$ cat config.mk
export PLATFORM = sky130hd
export DESIGN_NAME = uart_tx_scheduler
export DESIGN_NICKNAME = d
export VERILOG_FILES = /design/src/rtl/uart_tx_scheduler_pkg.sv /design/src/rtl/uart_tx_scheduler_rr_arbiter.sv /design/src/rtl/uart_tx_scheduler.sv
export SDC_FILE = /design/constraint.sdc
export NUM_CORES = 1
export LEC_CHECK = 0
export BUFFER_PORTS_ARGS = -buffer_cell sky130_fd_sc_hd__buf_2
export CAP_MARGIN = 15
export CORE_MARGIN = 5
export CORE_UTILIZATION = 45
export CTS_CLUSTER_SIZE = 20
export DETAILED_ROUTE_END_ITERATION = 8
export PLACE_DENSITY = 0.85
export REMOVE_ABC_BUFFERS = 1
export SETUP_SLACK_MARGIN = 0.5
export SKIP_CTS_REPAIR_TIMING = 1
export SYNTH_ARGS = -nofsm -noshare
export SYNTH_HDL_FRONTEND = slang
export SYNTH_SLANG_ARGS = --single-unit
$ cat constraint.sdc
create_clock -name clock -period 3.8 [get_ports clock]
set_input_delay 0.38 -clock clock [delete_from_list [all_inputs] [get_ports clock]]
set_output_delay 0.38 -clock clock [all_outputs]
set_load 0.05 [all_outputs]
$ cat src/rtl/uart_tx_scheduler_pkg.sv
// Shared types and constants for the UART transmit scheduler: FSM states,
// frame marker base and payload geometry.
package uart_tx_scheduler_pkg;

  localparam int unsigned PAYLOAD_W   = 56;
  localparam int unsigned ID_W        = 3;
  localparam logic [7:0]  MARKER_BASE = 8'hA0;

  typedef enum logic [2:0] {
    IDLE,
    LAUNCH,
    WAIT_HI,
    WAIT_LO,
    GAP
  } state_e;

  // Marker byte is never zero, so the tx block always sends all 8 bytes.
  function automatic logic [7:0] marker(input logic [ID_W-1:0] id);
    return MARKER_BASE | {{(8-ID_W){1'b0}}, id};
  endfunction

endpackage

$ cat src/rtl/uart_tx_scheduler_rr_arbiter.sv
// Combinational round-robin arbiter: first requester at or after ptr_i wins,
// reported as one-hot grant plus binary id.
module rr_arbiter
  import uart_tx_scheduler_pkg::*;
#(
  parameter int unsigned N_SRC = 4
) (
  input  logic [N_SRC-1:0] req_i,
  input  logic [ID_W-1:0]  ptr_i,
  output logic [N_SRC-1:0] grant_o,
  output logic [ID_W-1:0]  id_o,
  output logic             valid_o
);

  logic [ID_W-1:0]  cand;
  logic [N_SRC-1:0] req_sh;

  always_comb begin
    grant_o = '0;
    id_o    = '0;
    valid_o = 1'b0;
    cand    = '0;
    req_sh  = '0;
    for (int unsigned k = 0; k < N_SRC; k++) begin
      cand   = ID_W'((32'(ptr_i) + k) % N_SRC);
      req_sh = req_i >> cand;
      if (!valid_o && req_sh[0]) begin
        valid_o = 1'b1;
        id_o    = cand;
        grant_o = N_SRC'(1) << cand;
      end
    end
  end

endmodule

$ cat src/rtl/uart_tx_scheduler.sv
// Shares one 64-bit-word UART transmitter among N_SRC producers: round-robin
// capture, one-cycle active-low launch, tx_done tracking and a watchdog.
module uart_tx_scheduler
  import uart_tx_scheduler_pkg::*;
#(
  parameter int unsigned N_SRC       = 4,
  parameter int unsigned TIMEOUT_CYC = 70000,
  parameter int unsigned TO_W        = 17
) (
  input  logic                       clock,
  input  logic                       reset_n,
  input  logic [N_SRC-1:0]           req,
  input  logic [N_SRC*PAYLOAD_W-1:0] payload,
  output logic [N_SRC-1:0]           ack,
  input  logic                       err_clr,
  output logic                       tx_en,
  output logic [63:0]                tx_byte,
  input  logic                       tx_done,
  output logic                       busy,
  output logic [ID_W-1:0]            grant_id,
  output logic                       timeout_err
);

  state_e                 state_q;
  logic                   tx_en_q;
  logic [63:0]            tx_byte_q;
  logic [N_SRC-1:0]       ack_q;
  logic                   busy_q;
  logic [ID_W-1:0]        grant_id_q;
  logic [ID_W-1:0]        rr_ptr_q;
  logic [ID_W-1:0]        rr_ptr_d;
  logic                   err_q;
  logic [TO_W-1:0]        cnt_q;

  logic [N_SRC-1:0]       win_grant;
  logic [ID_W-1:0]        win_id;
  logic                   win_valid;
  logic [PAYLOAD_W-1:0]   win_payload;
  logic                   wd_hit;

  rr_arbiter #(
    .N_SRC(N_SRC)
  ) u_arb (
    .req_i  (req),
    .ptr_i  (rr_ptr_q),
    .grant_o(win_grant),
    .id_o   (win_id),
    .valid_o(win_valid)
  );

  always_comb begin
    win_payload = PAYLOAD_W'(payload >> (PAYLOAD_W * 32'(win_id)));
    rr_ptr_d    = (32'(win_id) == N_SRC - 1) ? '0 : win_id + ID_W'(1);
    wd_hit      = (cnt_q == TO_W'(TIMEOUT_CYC - 1));
  end

  always_ff @(posedge clock or negedge reset_n) begin
    if (!reset_n) begin
      state_q    <= IDLE;
      tx_en_q    <= 1'b1;
      tx_byte_q  <= '0;
      ack_q      <= '0;
      busy_q     <= 1'b0;
      grant_id_q <= '0;
      rr_ptr_q   <= '0;
      err_q      <= 1'b0;
      cnt_q      <= '0;
    end else begin
      ack_q   <= '0;
      tx_en_q <= 1'b1;
      // A timeout in the same cycle as err_clr overrides the clear below.
      if (err_clr) err_q <= 1'b0;
      case (state_q)
        IDLE: begin
          if (win_valid) begin
            tx_byte_q  <= {marker(win_id), win_payload};
            grant_id_q <= win_id;
            ack_q      <= win_grant;
            busy_q     <= 1'b1;
            rr_ptr_q   <= rr_ptr_d;
            state_q    <= LAUNCH;
          end
        end
        LAUNCH: begin
          tx_en_q <= 1'b0;
          cnt_q   <= '0;
          state_q <= WAIT_HI;
        end
        WAIT_HI, WAIT_LO: begin
          cnt_q <= cnt_q + TO_W'(1);
          if (wd_hit) begin
            err_q   <= 1'b1;
            busy_q  <= 1'b0;
            state_q <= IDLE;
          end else if (state_q == WAIT_HI && tx_done) begin
            state_q <= WAIT_LO;
          end else if (state_q == WAIT_LO && !tx_done) begin
            state_q <= GAP;
          end
        end
        GAP: begin
          busy_q  <= 1'b0;
          state_q <= IDLE;
        end
        default: state_q <= IDLE;
      endcase
    end
  end

  assign tx_en       = tx_en_q;
  assign tx_byte     = tx_byte_q;
  assign ack         = ack_q;
  assign busy        = busy_q;
  assign grant_id    = grant_id_q;
  assign timeout_err = err_q;

endmodule

==> insert_results.sql <==
INSERT INTO impl_metrics (metric_group, metric, value, unit) VALUES
('final_layout', 'layout_commonest_cell', 'buf_2', ''),
('floorplanning', 'initial_core_util', '0.461', ''),
('drt', 'drt-pass1-iter-count', '5', ''),
('floorplanning', 'die-width', '130', 'um'),
('drt', 'via_per_inst', '6.24', ''),
('setup_path', 'cp_slowest_cell', 'mux4_2', ''),
('floorplanning', 'die_h', '130', 'um'),
('synthesis', 'synth.avg_cell_area', '7.55', 'um^2'),
('drt', 'drt-total-wl', '25.4', 'mm'),
('final_layout', 'area_delta_synth_final', '29.7', '%'),
('final_layout', 'post_route_core_utilization', '0.598', ''),
('clocking', 'cts_tree', 'built', ''),
('timing', 'rsz0062_at_grt', 'no', ''),
('setup_path', 'worstPathMaxFanout', '34', ''),
('clocking', 'cts_bufs_inserted', '9', ''),
('timing', 'worst_pin_slew', '1.01', 'ns'),
('final_layout', 'layout-drive-gt1-share', '0.329', ''),
('setup_path', 'crit_path_start_kind', 'flop', ''),
('placement', 'pre_cts_slack', '0.592', 'ns'),
('synthesis', 'synth-async-reset-ratio', '1.00', ''),
('global_routing', 'antenna_found_initial', '3', ''),
('power', 'static-leakage-power', '3.91', 'nW'),
('synthesis', 'ys_seq_area_frac', '0.343', ''),
('worst_hold_path', 'timing.hold.worst.class', 'in2async', ''),
('clocking', 'h-tree-depth', '3', ''),
('setup_path', 'critical_path.most_common_cell', 'nand2_1', ''),
('global_routing', 'overall_global_routing_usage', '0.289', ''),
('setup_path', 'worst-path-buf-inv', '3', ''),
('timing', 'slew_headroom', '0.325', ''),
('timing', 'final_clock_period_utilization_by_the_worst_path', '0.818', ''),
('synthesis', 'synth-edff-count', '0', ''),
('synthesis', 'synth_cells', '851', ''),
('synthesis', 'postSynth.topFlopCell', 'dfrtp_1', ''),
('clocking', 'clkLatencyLatePin', '0.35', 'ns'),
('final_layout', 'layout_common_cells', '299 x buf_2, 184 x nand2_1, 104 x nor2_1, 94 x a31oi_1, 86 x dfrtp_1', ''),
('global_routing', 'grt_start_max_net_pins', '82', ''),
('drt', 'detailroute.via_count', '8025', ''),
('setup_path', 'timing.setup.critical_path_class', 'reg2reg', ''),
('floorplanning', 'core', '13900', 'um^2'),
('run', 'max_cap_violations', '0', ''),
('floorplanning', 'overall_die_area', '16800', 'um^2'),
('global_routing', 'grt_overflow', '0', ''),
('global_routing', 'via_count_of_the_first_global_routing_pass', '7298', ''),
('drt', 'ant_nets', '0', ''),
('power', 'power.density', '1030', 'nW/um^2'),
('timing', 'final.min_clock_period', '3.11', 'ns'),
('placement', 'dp_hpwl', '18.4', 'mm'),
('synthesis', 'post_synthesis_cell_area', '6430', 'um^2'),
('setup_path', 'crit_required', '4.07', 'ns'),
('placement', 'routabilityCongestion', '0.930', ''),
('drt', 'route.detailed.drc', '0', ''),
('setup_path', 'critPathTopFamily', 'multiplexers', ''),
('clocking', 'clk_slew_on_worst_s_h_paths', '0.07', 'ns'),
('setup_path', 'worst_setup_path_start', 'rr_ptr_q[0]', ''),
('synthesis', 'yosysWarnings', '0', ''),
('timing', 'final_max_slew_viol_count', '0', ''),
('setup_path', 'critPathArrivalTime', '3.38', 'ns'),
('setup_path', 'critical-path-max-stage-delay', '0.55', 'ns'),
('setup_path', 'timing.critical_path.cells', 'inv_1 -> ha_1 -> mux4_2 -> nand2b_4 -> buf_4 -> mux2i_2 -> nand2_1 -> buf_6 -> nand2_1 -> a31oi_1', ''),
('floorplanning', 'num_io_pins', '306', ''),
('timing', 'timing_hold_violations_final', '0', ''),
('final_layout', 'nets', '1339', ''),
('final_layout', 'sequential_cell_area', '2200', 'um^2'),
('floorplanning', 'rows', '43', ''),
('synthesis', 'post_synth_num_cell_types', '48', ''),
('timing', 'post-route-worst-setup-slack', '0.690', 'ns'),
('setup_path', 'worstSetupEndpointType', 'flop', ''),
('final_layout', 'fillers', '1285', ''),
('timing', 'fmax', '322', 'MHz'),
('global_routing', 'grt_pass1_wl', '38.5', 'mm'),
('timing', 'fin_skew', '0.00974', 'ns'),
('drt', 'drt_iter0_markers', '766', ''),
('final_layout', 'multi_input_area', '3850', 'um^2'),
('clocking', 'tritoncts_num_sinks', '88', ''),
('placement', 'io_buffers', '300', ''),
('power', 'peakVddDrop', '0.000622', 'V'),
('setup_path', 'worstReg2RegStart', 'rr_ptr_q[0]', ''),
('clocking', 'cts_root_buf', 'clkbuf_16', ''),
('timing', 'finalSetupViolations', '0', ''),
('synthesis', 'synth_seq_cells', '88', ''),
('outcome', 'outcome', 'complete, no violations', ''),
('clocking', 'cts.path.max_buffers', '2', ''),
('drt', 'route.detailed.wl_per_inst', '19.8', 'um');
Yosys cell counts, types with 2 or more instances:
master | count | share of area
nand4_1 | 9 | 0.0088
buf_6 | 2 | 0.0035
nor4_1 | 2 | 0.0019
o31a_1 | 22 | 0.030
o22ai_1 | 24 | 0.023
o221ai_1 | 22 | 0.030
a21oi_1 | 37 | 0.029
buf_4 | 11 | 0.013
buf_2 | 22 | 0.017
or3_1 | 2 | 0.0019
nand2b_1 | 4 | 0.0039
nand3_1 | 7 | 0.0054
nor2_1 | 107 | 0.062
o32ai_1 | 2 | 0.0027
nand2_1 | 184 | 0.11
a221oi_1 | 6 | 0.0082
o21ai_0 | 52 | 0.040
or4_1 | 2 | 0.0023
a31oi_1 | 94 | 0.091
or2_2 | 2 | 0.0019
and3_1 | 5 | 0.0049
dfrtp_1 | 87 | 0.34
mux2i_1 | 6 | 0.0093
clkbuf_1 | 56 | 0.033
ha_1 | 8 | 0.016
inv_1 | 6 | 0.0035
nor2b_1 | 2 | 0.0019
a41o_1 | 33 | 0.051
a22oi_1 | 4 | 0.0047
a21o_1 | 2 | 0.0023
mux4_2 | 5 | 0.018
nor3_1 | 7 | 0.0054
o31ai_1 | 2 | 0.0023
cell families after synthesis:
family / synth area share
AOI/OAI and AO/OA: 0.319
xor gates and xnor gates: 0.00136
adders and majority gates: 0.0156
buffers and inverters: 0.0703
DFF: 0.343
muxes: 0.0309
other: 0.000583
and+or+nand+nor: 0.220
power by group:
group,switching [W],internal [W]
Clock,0.000384,0.000547
Sequential,0.000235,0.00133
Combinational,0.00421,0.00190
Total,0.00483,0.00378
worst paths after layout:
| check | end | slack, ns | cells past startpoint |
|---|---|---|---|
| setup / recovery | tx_byte[47] | 0.69 | 10 |
| hold / removal | tx_byte[28] | 0.19 | 1 |
| setup reg to reg | tx_byte[47] | 0.69 | 10 |
| hold reg to reg | cnt_q[16] | 0.51 | 1 |
| max in group asynchronous | tx_byte[21] | 2.80 | 2 |
| min in group clock | state_q[2] | 0.22 | 2 |
metal layers:
metal,part of all wire,global-route usage,wire length [um]
met1,0.38,0.376,9670
met2,0.47,0.460,12000
met3,0.11,0.0725,2720
met4,0.042,0.126,1080
met5,0.00043,0,11
worst reg2reg max path, stage by stage (launching register included):
cell      delay, ns
dfrtp_2        0.40
inv_1          0.12
ha_1           0.45
mux4_2         0.55
nand2b_4       0.25
buf_4          0.27
mux2i_2        0.18
nand2_1        0.13
buf_6          0.31
nand2_1        0.19
a31oi_1        0.19
through the flow:
stage	total power, W	area [um^2]	std cells	hold slack, ns	TNS [ns]
finish	0.00862	8340	1286	0.189	0
global route	0.00920	8340	1286	0.217	0
CTS	0.00850	8300	1282	0.206	0
detailed placement	0.00755	7990	1266	0.485	0
global placement	0.00742	7990	1266	0.475	0
floorplan	0.00574	6010	763	0.0844	-117.80
sequential cells by signal (all words and copies together), names as in the netlist:
name	flops
rr_ptr_q	2
grant_id	1
tx_en	1
busy	1
state_q	3
tx_byte	58
timeout_err	1
ack	4
cnt_q	17
final cells by class:
type | instances | share of cell area
clock buffer | 12 | 0.0308
inverter | 6 | 0.00270
clock inverter | 4 | 0.00615
tap | 180 | 0.0270
sequential | 88 | 0.264
multi-input combinational | 669 | 0.462
timing repair buffer | 325 | 0.206
antenna | 2 | 0.000600
Power figures use the tool's default switching activity.
